$ cat src/rtl/psrv32_pkg.sv
// Shared constants and types for the psrv32 RV32M multiply/divide unit.
// Holds XLEN, opcode/funct7 match values, funct3 op codes and the FSM enum.
package psrv32_pkg;

  localparam int XLEN = 32;

  localparam logic [6:0] OPCODE_OP     = 7'b0110011;
  localparam logic [6:0] FUNCT7_MULDIV = 7'b0000001;

  localparam logic [2:0] F3_MUL    = 3'd0;
  localparam logic [2:0] F3_MULH   = 3'd1;
  localparam logic [2:0] F3_MULHSU = 3'd2;
  localparam logic [2:0] F3_MULHU  = 3'd3;
  localparam logic [2:0] F3_DIV    = 3'd4;
  localparam logic [2:0] F3_DIVU   = 3'd5;
  localparam logic [2:0] F3_REM    = 3'd6;
  localparam logic [2:0] F3_REMU   = 3'd7;

  typedef enum logic [1:0] {
    IDLE,
    CALC,
    DONE
  } md_state_e;

endpackage

$ cat src/rtl/execute_muldiv_unit_if.sv
// D/E-side operand bundle and result/stall bundle of the muldiv unit.
// master: pipeline side (drives de_*, flush_i); slave: the muldiv unit.
interface execute_muldiv_unit_if;
  import psrv32_pkg::*;

  logic [6:0]      de_opcode_i;
  logic [2:0]      de_funct3_i;
  logic [6:0]      de_funct7_i;
  logic [4:0]      de_rd_i;
  logic [XLEN-1:0] de_read_data1_i;
  logic [XLEN-1:0] de_read_data2_i;
  logic            flush_i;
  logic            md_stall_o;
  logic            md_busy_o;
  logic            md_valid_o;
  logic [XLEN-1:0] md_result_o;
  logic [4:0]      md_rd_o;

  modport master (
    output de_opcode_i, de_funct3_i, de_funct7_i, de_rd_i,
    output de_read_data1_i, de_read_data2_i, flush_i,
    input  md_stall_o, md_busy_o, md_valid_o, md_result_o, md_rd_o
  );

  modport slave (
    input  de_opcode_i, de_funct3_i, de_funct7_i, de_rd_i,
    input  de_read_data1_i, de_read_data2_i, flush_i,
    output md_stall_o, md_busy_o, md_valid_o, md_result_o, md_rd_o
  );

endinterface

$ cat src/rtl/muldiv_iter_core.sv
// Iterative datapath: 2*XLEN accumulator, step counter, shift-add / restoring divide.
// Ports: load_i/step_i control, div_i mode, a_i/b_i magnitudes, acc_nxt_o, last_o.
module muldiv_iter_core
  import psrv32_pkg::*;
(
  input  logic              clk_i,
  input  logic              reset_i,
  input  logic              load_i,
  input  logic              step_i,
  input  logic              div_i,
  input  logic [XLEN-1:0]   a_i,
  input  logic [XLEN-1:0]   b_i,
  output logic [2*XLEN-1:0] acc_nxt_o,
  output logic              last_o
);

  localparam int CW = $clog2(XLEN);

  logic [2*XLEN-1:0] acc;
  logic [XLEN-1:0]   b_q;
  logic [CW-1:0]     cnt;
  logic              div_q;

  logic [XLEN:0] sum;
  logic [XLEN:0] sh;
  logic [XLEN:0] diff;
  logic          ge;

  // mul: acc = {partial, multiplier}; div: acc = {remainder, dividend/quotient}
  always_comb begin
    sum = {1'b0, acc[2*XLEN-1:XLEN]} + (acc[0] ? {1'b0, b_q} : '0);
    sh   = acc[2*XLEN-1:XLEN-1];
    diff = sh - {1'b0, b_q};
    ge   = ~diff[XLEN];
    if (div_q)
      acc_nxt_o = {(ge ? diff[XLEN-1:0] : sh[XLEN-1:0]),
                   acc[XLEN-2:0], ge};
    else
      acc_nxt_o = {sum, acc[XLEN-1:1]};
  end

  assign last_o = (cnt == CW'(XLEN - 1));

  always_ff @(posedge clk_i or posedge reset_i) begin
    if (reset_i) begin
      acc   <= '0;
      b_q   <= '0;
      cnt   <= '0;
      div_q <= 1'b0;
    end else if (load_i) begin
      acc   <= {{XLEN{1'b0}}, a_i};
      b_q   <= b_i;
      cnt   <= '0;
      div_q <= div_i;
    end else if (step_i) begin
      acc <= acc_nxt_o;
      cnt <= cnt + 1'b1;
    end
  end

endmodule

$ cat src/rtl/execute_muldiv_unit.sv
// RV32M multiply/divide unit for the execute stage: FSM, signs, special cases, stall.
// Ports: clk_i, reset_i, bus (slave). Define PSRV32_FAST_MUL_EN for 1-cycle multiply.
module execute_muldiv_unit
  import psrv32_pkg::*;
(
  input  logic                 clk_i,
  input  logic                 reset_i,
  execute_muldiv_unit_if.slave bus
);

  md_state_e state;

  logic [2:0]      op_q;
  logic [4:0]      rd_q;
  logic            neg_q;
  logic            rneg_q;
  logic            valid_q;
  logic [XLEN-1:0] result_q;
  logic [4:0]      md_rd_q;

  logic [2:0]      f3;
  logic [XLEN-1:0] a;
  logic [XLEN-1:0] b;
  logic            match;
  logic            start;
  logic            is_div;
  logic            a_signed;
  logic            b_signed;
  logic            sa;
  logic            sb;
  logic [XLEN-1:0] a_mag;
  logic [XLEN-1:0] b_mag;
  logic            div_zero;
  logic            ovf;
  logic            special;
  logic [XLEN-1:0] spec_res;

  logic [2*XLEN-1:0] acc_nxt;
  logic              last;
  logic [2*XLEN-1:0] prod;
  logic [XLEN-1:0]   quo;
  logic [XLEN-1:0]   rem;
  logic [XLEN-1:0]   calc_res;

  assign f3 = bus.de_funct3_i;
  assign a  = bus.de_read_data1_i;
  assign b  = bus.de_read_data2_i;

  assign match = (bus.de_opcode_i == OPCODE_OP) &&
                 (bus.de_funct7_i == FUNCT7_MULDIV);
  assign start = (state == IDLE) && match && !bus.flush_i;

  always_comb begin
    is_div   = f3[2];
    a_signed = (f3 == F3_MULH) || (f3 == F3_MULHSU) ||
               (f3 == F3_DIV)  || (f3 == F3_REM);
    b_signed = (f3 == F3_MULH) || (f3 == F3_DIV) ||
               (f3 == F3_REM);
    sa       = a_signed & a[XLEN-1];
    sb       = b_signed & b[XLEN-1];
    a_mag    = sa ? -a : a;
    b_mag    = sb ? -b : b;
    div_zero = is_div && (b == '0);
    ovf      = ((f3 == F3_DIV) || (f3 == F3_REM)) &&
               (a == {1'b1, {(XLEN-1){1'b0}}}) && (b == '1);
    special  = div_zero || ovf;
    // f3[1] separates REM/REMU from DIV/DIVU
    if (div_zero)
      spec_res = f3[1] ? a : '1;
    else
      spec_res = f3[1] ? '0 : {1'b1, {(XLEN-1){1'b0}}};
  end

  always_comb begin
    prod = neg_q ? -acc_nxt : acc_nxt;
    quo  = acc_nxt[XLEN-1:0];
    rem  = acc_nxt[2*XLEN-1:XLEN];
    if (op_q[2])
      calc_res = op_q[1] ? (rneg_q ? -rem : rem)
                         : (neg_q  ? -quo : quo);
    else if (op_q == F3_MUL)
      calc_res = prod[XLEN-1:0];
    else
      calc_res = prod[2*XLEN-1:XLEN];
  end

`ifdef PSRV32_FAST_MUL_EN
  logic [2*XLEN-1:0] fprod;
  logic [2*XLEN-1:0] fsprod;
  logic [XLEN-1:0]   fast_res;

  always_comb begin
    fprod  = {{XLEN{1'b0}}, a_mag} * {{XLEN{1'b0}}, b_mag};
    fsprod = (sa ^ sb) ? -fprod : fprod;
    fast_res = (f3 == F3_MUL) ? fsprod[XLEN-1:0]
                              : fsprod[2*XLEN-1:XLEN];
  end
`endif

  muldiv_iter_core u_core (
    .clk_i     (clk_i),
    .reset_i   (reset_i),
    .load_i    (start),
    .step_i    (state == CALC),
    .div_i     (is_div),
    .a_i       (a_mag),
    .b_i       (b_mag),
    .acc_nxt_o (acc_nxt),
    .last_o    (last)
  );

  always_ff @(posedge clk_i or posedge reset_i) begin
    if (reset_i) begin
      state    <= IDLE;
      op_q     <= '0;
      rd_q     <= '0;
      neg_q    <= 1'b0;
      rneg_q   <= 1'b0;
      valid_q  <= 1'b0;
      result_q <= '0;
      md_rd_q  <= '0;
    end else begin
      unique case (state)
        IDLE: begin
          valid_q <= 1'b0;
          if (start) begin
            op_q   <= f3;
            rd_q   <= bus.de_rd_i;
            neg_q  <= sa ^ sb;
            rneg_q <= sa;
            if (special) begin
              result_q <= spec_res;
              md_rd_q  <= bus.de_rd_i;
              valid_q  <= 1'b1;
              state    <= DONE;
`ifdef PSRV32_FAST_MUL_EN
            end else if (!is_div) begin
              result_q <= fast_res;
              md_rd_q  <= bus.de_rd_i;
              valid_q  <= 1'b1;
              state    <= DONE;
`endif
            end else begin
              state <= CALC;
            end
          end
        end
        CALC: begin
          if (bus.flush_i) begin
            state <= IDLE;
          end else if (last) begin
            result_q <= calc_res;
            md_rd_q  <= rd_q;
            valid_q  <= 1'b1;
            state    <= DONE;
          end
        end
        DONE: begin
          valid_q <= 1'b0;
          state   <= IDLE;
        end
        default: state <= IDLE;
      endcase
    end
  end

  assign bus.md_stall_o  = !reset_i && (start || (state == CALC));
  assign bus.md_busy_o   = (state != IDLE);
  assign bus.md_valid_o  = valid_q && !bus.flush_i;
  assign bus.md_result_o = result_q;
  assign bus.md_rd_o     = md_rd_q;

endmodule

$ cat src/flat_wrapper.sv
// flat-port wrapper written by rule: the top's interface ports become plain ports
module execute_muldiv_unit_flat import psrv32_pkg::*;
  (clk_i, reset_i, bus_de_opcode_i, bus_de_funct3_i, bus_de_funct7_i, bus_de_rd_i, bus_de_read_data1_i, bus_de_read_data2_i, bus_flush_i, bus_md_stall_o, bus_md_busy_o, bus_md_valid_o, bus_md_result_o, bus_md_rd_o);
  execute_muldiv_unit_if bus_i ();
  input  logic clk_i;
  input  logic reset_i;
  input wire logic [$bits(bus_i.de_opcode_i)-1:0] bus_de_opcode_i;
  input wire logic [$bits(bus_i.de_funct3_i)-1:0] bus_de_funct3_i;
  input wire logic [$bits(bus_i.de_funct7_i)-1:0] bus_de_funct7_i;
  input wire logic [$bits(bus_i.de_rd_i)-1:0] bus_de_rd_i;
  input wire logic [$bits(bus_i.de_read_data1_i)-1:0] bus_de_read_data1_i;
  input wire logic [$bits(bus_i.de_read_data2_i)-1:0] bus_de_read_data2_i;
  input wire logic [$bits(bus_i.flush_i)-1:0] bus_flush_i;
  output wire logic [$bits(bus_i.md_stall_o)-1:0] bus_md_stall_o;
  output wire logic [$bits(bus_i.md_busy_o)-1:0] bus_md_busy_o;
  output wire logic [$bits(bus_i.md_valid_o)-1:0] bus_md_valid_o;
  output wire logic [$bits(bus_i.md_result_o)-1:0] bus_md_result_o;
  output wire logic [$bits(bus_i.md_rd_o)-1:0] bus_md_rd_o;
  assign bus_i.de_opcode_i = bus_de_opcode_i;
  assign bus_i.de_funct3_i = bus_de_funct3_i;
  assign bus_i.de_funct7_i = bus_de_funct7_i;
  assign bus_i.de_rd_i = bus_de_rd_i;
  assign bus_i.de_read_data1_i = bus_de_read_data1_i;
  assign bus_i.de_read_data2_i = bus_de_read_data2_i;
  assign bus_i.flush_i = bus_flush_i;
  assign bus_md_stall_o = bus_i.md_stall_o;
  assign bus_md_busy_o = bus_i.md_busy_o;
  assign bus_md_valid_o = bus_i.md_valid_o;
  assign bus_md_result_o = bus_i.md_result_o;
  assign bus_md_rd_o = bus_i.md_rd_o;
  execute_muldiv_unit u_core (.clk_i(clk_i), .reset_i(reset_i), .bus(bus_i));
endmodule
$ cat config.mk
export PLATFORM = sky130hd
export DESIGN_NAME = execute_muldiv_unit_flat
export DESIGN_NICKNAME = d
export VERILOG_FILES = /design/src/rtl/psrv32_pkg.sv /design/src/rtl/execute_muldiv_unit_if.sv /design/src/rtl/muldiv_iter_core.sv /design/src/rtl/execute_muldiv_unit.sv /design/src/flat_wrapper.sv
export SDC_FILE = /design/constraint.sdc
export NUM_CORES = 1
export LEC_CHECK = 0
export CAP_MARGIN = 25
export CORE_MARGIN = 2
export CORE_UTILIZATION = 61
export DETAILED_ROUTE_END_ITERATION = 6
export PLACE_DENSITY = 0.84
export RECOVER_POWER = 25
export SYNTH_ARGS = -nofsm -noshare
export SYNTH_HDL_FRONTEND = slang
export SYNTH_HIERARCHICAL = 1
export SYNTH_SLANG_ARGS = --single-unit
$ cat constraint.sdc
create_clock -name clk_i -period 6.8 [get_ports clk_i]
set_input_delay 1.7 -clock clk_i [delete_from_list [all_inputs] [get_ports clk_i]]
set_output_delay 1.7 -clock clk_i [all_outputs]
set_load 0.05 [all_outputs]
==> metrics.txt <==
run status=finished, violations left; failing checks=max-capacitance violations, max-slew violations; Worst path slowest cell=nor3b_1; # DRC=0; Power, Total=around 5200 uW; routed len/inst=24.5 um; Final setup viols=0; Vias=18100; GR Overflow Total=0; top post-synthesis cells by count=209 x nor2_1, 205 x nand2_1, 171 x o21ai_0; site row count=60; area grow syn2layout=12.9%; Seq/Total Area, Yosys=0.232; Async S/R FF share, synth=1.00; Max VDD drop=0.000291 V; worst path cell trace=inv_1, ha_1, inv_1, fa_1, a211oi_2, nor3_2, o211ai_4, a31oi_4, o211ai_2, a21oi_4, nor2_2, mux2_1, o21ai_1, inv_1, ha_1, nor3b_1, nand3_1, or4_1, o21ai_0, xnor2_1, a22oi_1, a31oi_1; fmax=0.157 GHz; final hold slack=0.493 ns; reg2reg end=u_core/bus.md_result_o[18]$_DFFE_PP0P_; setup TNS=0 ns; # Post-CTS Setup Buffers=0; Worst Setup Path Type=reg -> reg; CP max FO=17; Pwr per Cell Area=281 mW/mm^2; ports placed on the boundary=129; Core ar.=about 0.027 sq mm; crit path time final=about 6.4 ns; Worst Skew=0.0293 ns; initial antenna violation count=5; Die ar.=0.0282 sq mm; FF+latch count, synth=152; Yosys warning count=6; post-synthesis area per instance=7.60 sq um; R2R setup slack=between 0.4 and 0.5 ns; Tcrit/Tclk final=0.940; relative slew slack=-1.22; Max Buffers Root-to-Sink=2; Crit. End Element=register; DR vias/cell=7.08; IO buf count=128; clock sinks=152; Final Max Tran Viols=approximately 120; global-route wire length before repair=96200 um; worst hold path class=reg -> reg; Die Wd=about 170 um; total wire length=62900 um; Max stage delay on crit path=about 0.65 ns; Critical Path AT=6.69 ns; RSZ-0062 raised after global routing=false; Yosys top cell area share=0.232; WHS Path Cells=1; Cells after Synth=2161; most common cell in the netlist=nor2_1; synth top area cells=dfrtp_1 23%, ha_1 5.6%, o21ai_0 5.2%; Max-cap violations=2; largest net degree at the start of global routing=106; crit-path most repeated cell=inv_1; Most used DFF post-synth=dfrtp_1; H-tree depth=4; vias in the first global route=16900; clk root buf=clkbuf_16; Initial Utilization=0.616; Yosys top cell by area=dfrtp_1; clock buffer count from CTS=17; DRT antenna net count=0; hpwl dp=46900 um; Unique masters post-synth=99; drt pass-1 iters=7; Post-Syn Nets=2326; layout cells sized above 1=0.0743; Hold Path End=u_core/valid_q$_DFFE_PP0P_; Worst Reg-to-Reg Cells=22; EDFF count, synth=0; TritonCTS clock tree=built; reg2reg start=u_core/u_core/acc[31]$_DFFE_PP0P_; leakage power=0.00721 uW; critical path startpoint category=register; worst-margin pin slew=3.31 ns; CTS Hold Bufs=0; CTS resizes=0; CP required=around 7.1 ns; area of the mapped netlist=0.0164 sq mm; final net count=between 2000 and 2500; Vert. Die Dim=168 um; Filler cells=2191; Reg clk slew, reported paths=0.08 ns; Hold Path Origin=u_core/valid_q$_DFFE_PP0P_; Final Hold Fails=0; worst skew pair latency=0.46 ns; Routability Congestion=roughly 1.1; GRT Overall Usage=0.439; Starting DRT DRC Count=~2700
==> routing by layer <==
metal	GRT usage	vias up	routed length, um
met5	0	-	32
met2	0.643	1358	26300
met4	0.165	4	2440
met3	0.146	219	8790
li1	-	8051	-
met1	0.601	8503	25300
==> state kept, by name, indices dropped and copies added, names as in the netlist <==
| signal | count |
|---|---|
| u_core/neg_q | 1 |
| u_core/bus.md_rd_o | 5 |
| u_core/bus.md_result_o | 32 |
| u_core/op_q | 3 |
| u_core/rneg_q | 1 |
| u_core/state | 2 |
| u_core/rd_q | 5 |
| u_core/u_core/cnt | 5 |
| u_core/u_core/acc | 64 |
| u_core/valid_q | 1 |
| u_core/u_core/div_q | 1 |
| u_core/u_core/b_q | 32 |
==> critical path: cells and delay by family (launching register included) <==
kind	cells	cell delay, ns
and+or+nand+nor	5	2.35
buffers and inverters	3	0.33
AOI/OAI and AO/OA	9	1.96
adders and majority gates	3	0.86
muxes	1	0.27
xor gates and xnor gates	1	0.10
DFF	1	0.38
==> kinds of logic (layout without fill, tap and decap cells) <==
kind of cell    after synthesis  count (layout)  share of synthesized area
xor+xnor                    170             170                     0.0907
compound gates              662             662                      0.271
other cells                   0               1                          0
simple gates                791             791                      0.240
buf+inv                     228             287                     0.0546
mux                          82              82                     0.0525
flops                       152             152                      0.232
fa+ha+maj                    76              76                     0.0588
==> worst max path at each step <==
stage | to | cells past startpoint | startpoint | slack, ns
finish | u_core/bus.md_result_o[18]$_DFFE_PP0P_ | 22 | u_core/u_core/acc[31]$_DFFE_PP0P_ | 0.41
detailed placement | u_core/bus.md_result_o[24]$_DFFE_PP0P_ | 23 | u_core/u_core/acc[31]$_DFFE_PP0P_ | 0.58
global route | u_core/bus.md_result_o[24]$_DFFE_PP0P_ | 23 | u_core/u_core/acc[31]$_DFFE_PP0P_ | 0.02
CTS | u_core/bus.md_result_o[24]$_DFFE_PP0P_ | 23 | u_core/u_core/acc[31]$_DFFE_PP0P_ | 0.58
global placement | u_core/bus.md_result_o[24]$_DFFE_PP0P_ | 23 | u_core/u_core/acc[31]$_DFFE_PP0P_ | 0.69
floorplan | u_core/bus.md_result_o[27]$_DFFE_PP0P_ | 21 | u_core/u_core/acc[31]$_DFFE_PP0P_ | 1.56
==> placed cells by master, fill, tap and decap left out, types with 15 or more instances in the layout <==
| cell | n |
|---|---|
| nor3_1 | 55 |
| o21a_1 | 25 |
| a31oi_1 | 50 |
| o21ai_1 | 15 |
| mux2_2 | 32 |
| or3_1 | 23 |
| nand2_1 | 205 |
| mux2i_1 | 49 |
| o41ai_1 | 16 |
| nand3_1 | 52 |
| dfrtp_1 | 150 |
| xor2_1 | 82 |
| a21o_1 | 32 |
| or4_1 | 23 |
| and2_1 | 43 |
| nor2b_1 | 18 |
| ha_1 | 73 |
| nor2_1 | 209 |
| nor4_1 | 40 |
| o21ai_0 | 171 |
| and3_1 | 19 |
| a21oi_1 | 135 |
| o22ai_1 | 15 |
| a211oi_1 | 16 |
| nand2b_1 | 18 |
| buf_4 | 36 |
| clkbuf_16 | 17 |
| xnor2_1 | 88 |
| nand4_1 | 29 |
| o31ai_1 | 34 |
| clkdlybuf4s50_1 | 127 |
| o211ai_1 | 24 |
| inv_1 | 83 |
==> cell type report <==
cell class | count | area [sq um] | share of cell area
clock buffer | 17 | 425 | 0.0229
timing repair buffer | 168 | 1610 | 0.0871
multi-input combinational | 1781 | 11700 | 0.634
inverter | 87 | 330 | 0.0178
clock inverter | 15 | 189 | 0.0102
sequential | 152 | 3810 | 0.205
antenna | 1 | 2.50 | 0.000135
tap | 341 | 427 | 0.0230
==> power by group <==
group | internal (uW) | switching, uW
Clock | 503 | 506
Combinational | 1050 | 1910
Sequential | 1070 | 179
Total | 2630 | 2590
==> per-stage QoR <==
step | std cells | setup WS (ns) | cell area [sq um] | utilization
after detailed placement | 2527 | 0.583 | 17900 | 0.671
after floorplan | 2161 | 1.56 | 16400 | -
after CTS | 2559 | 0.583 | 18500 | 0.694
final | 2562 | 0.411 | 18500 | 0.696
after global placement | 2526 | 0.694 | 17900 | 0.671
after global routing | 2561 | 0.0193 | 18500 | 0.696
Power figures use the tool's default switching activity.
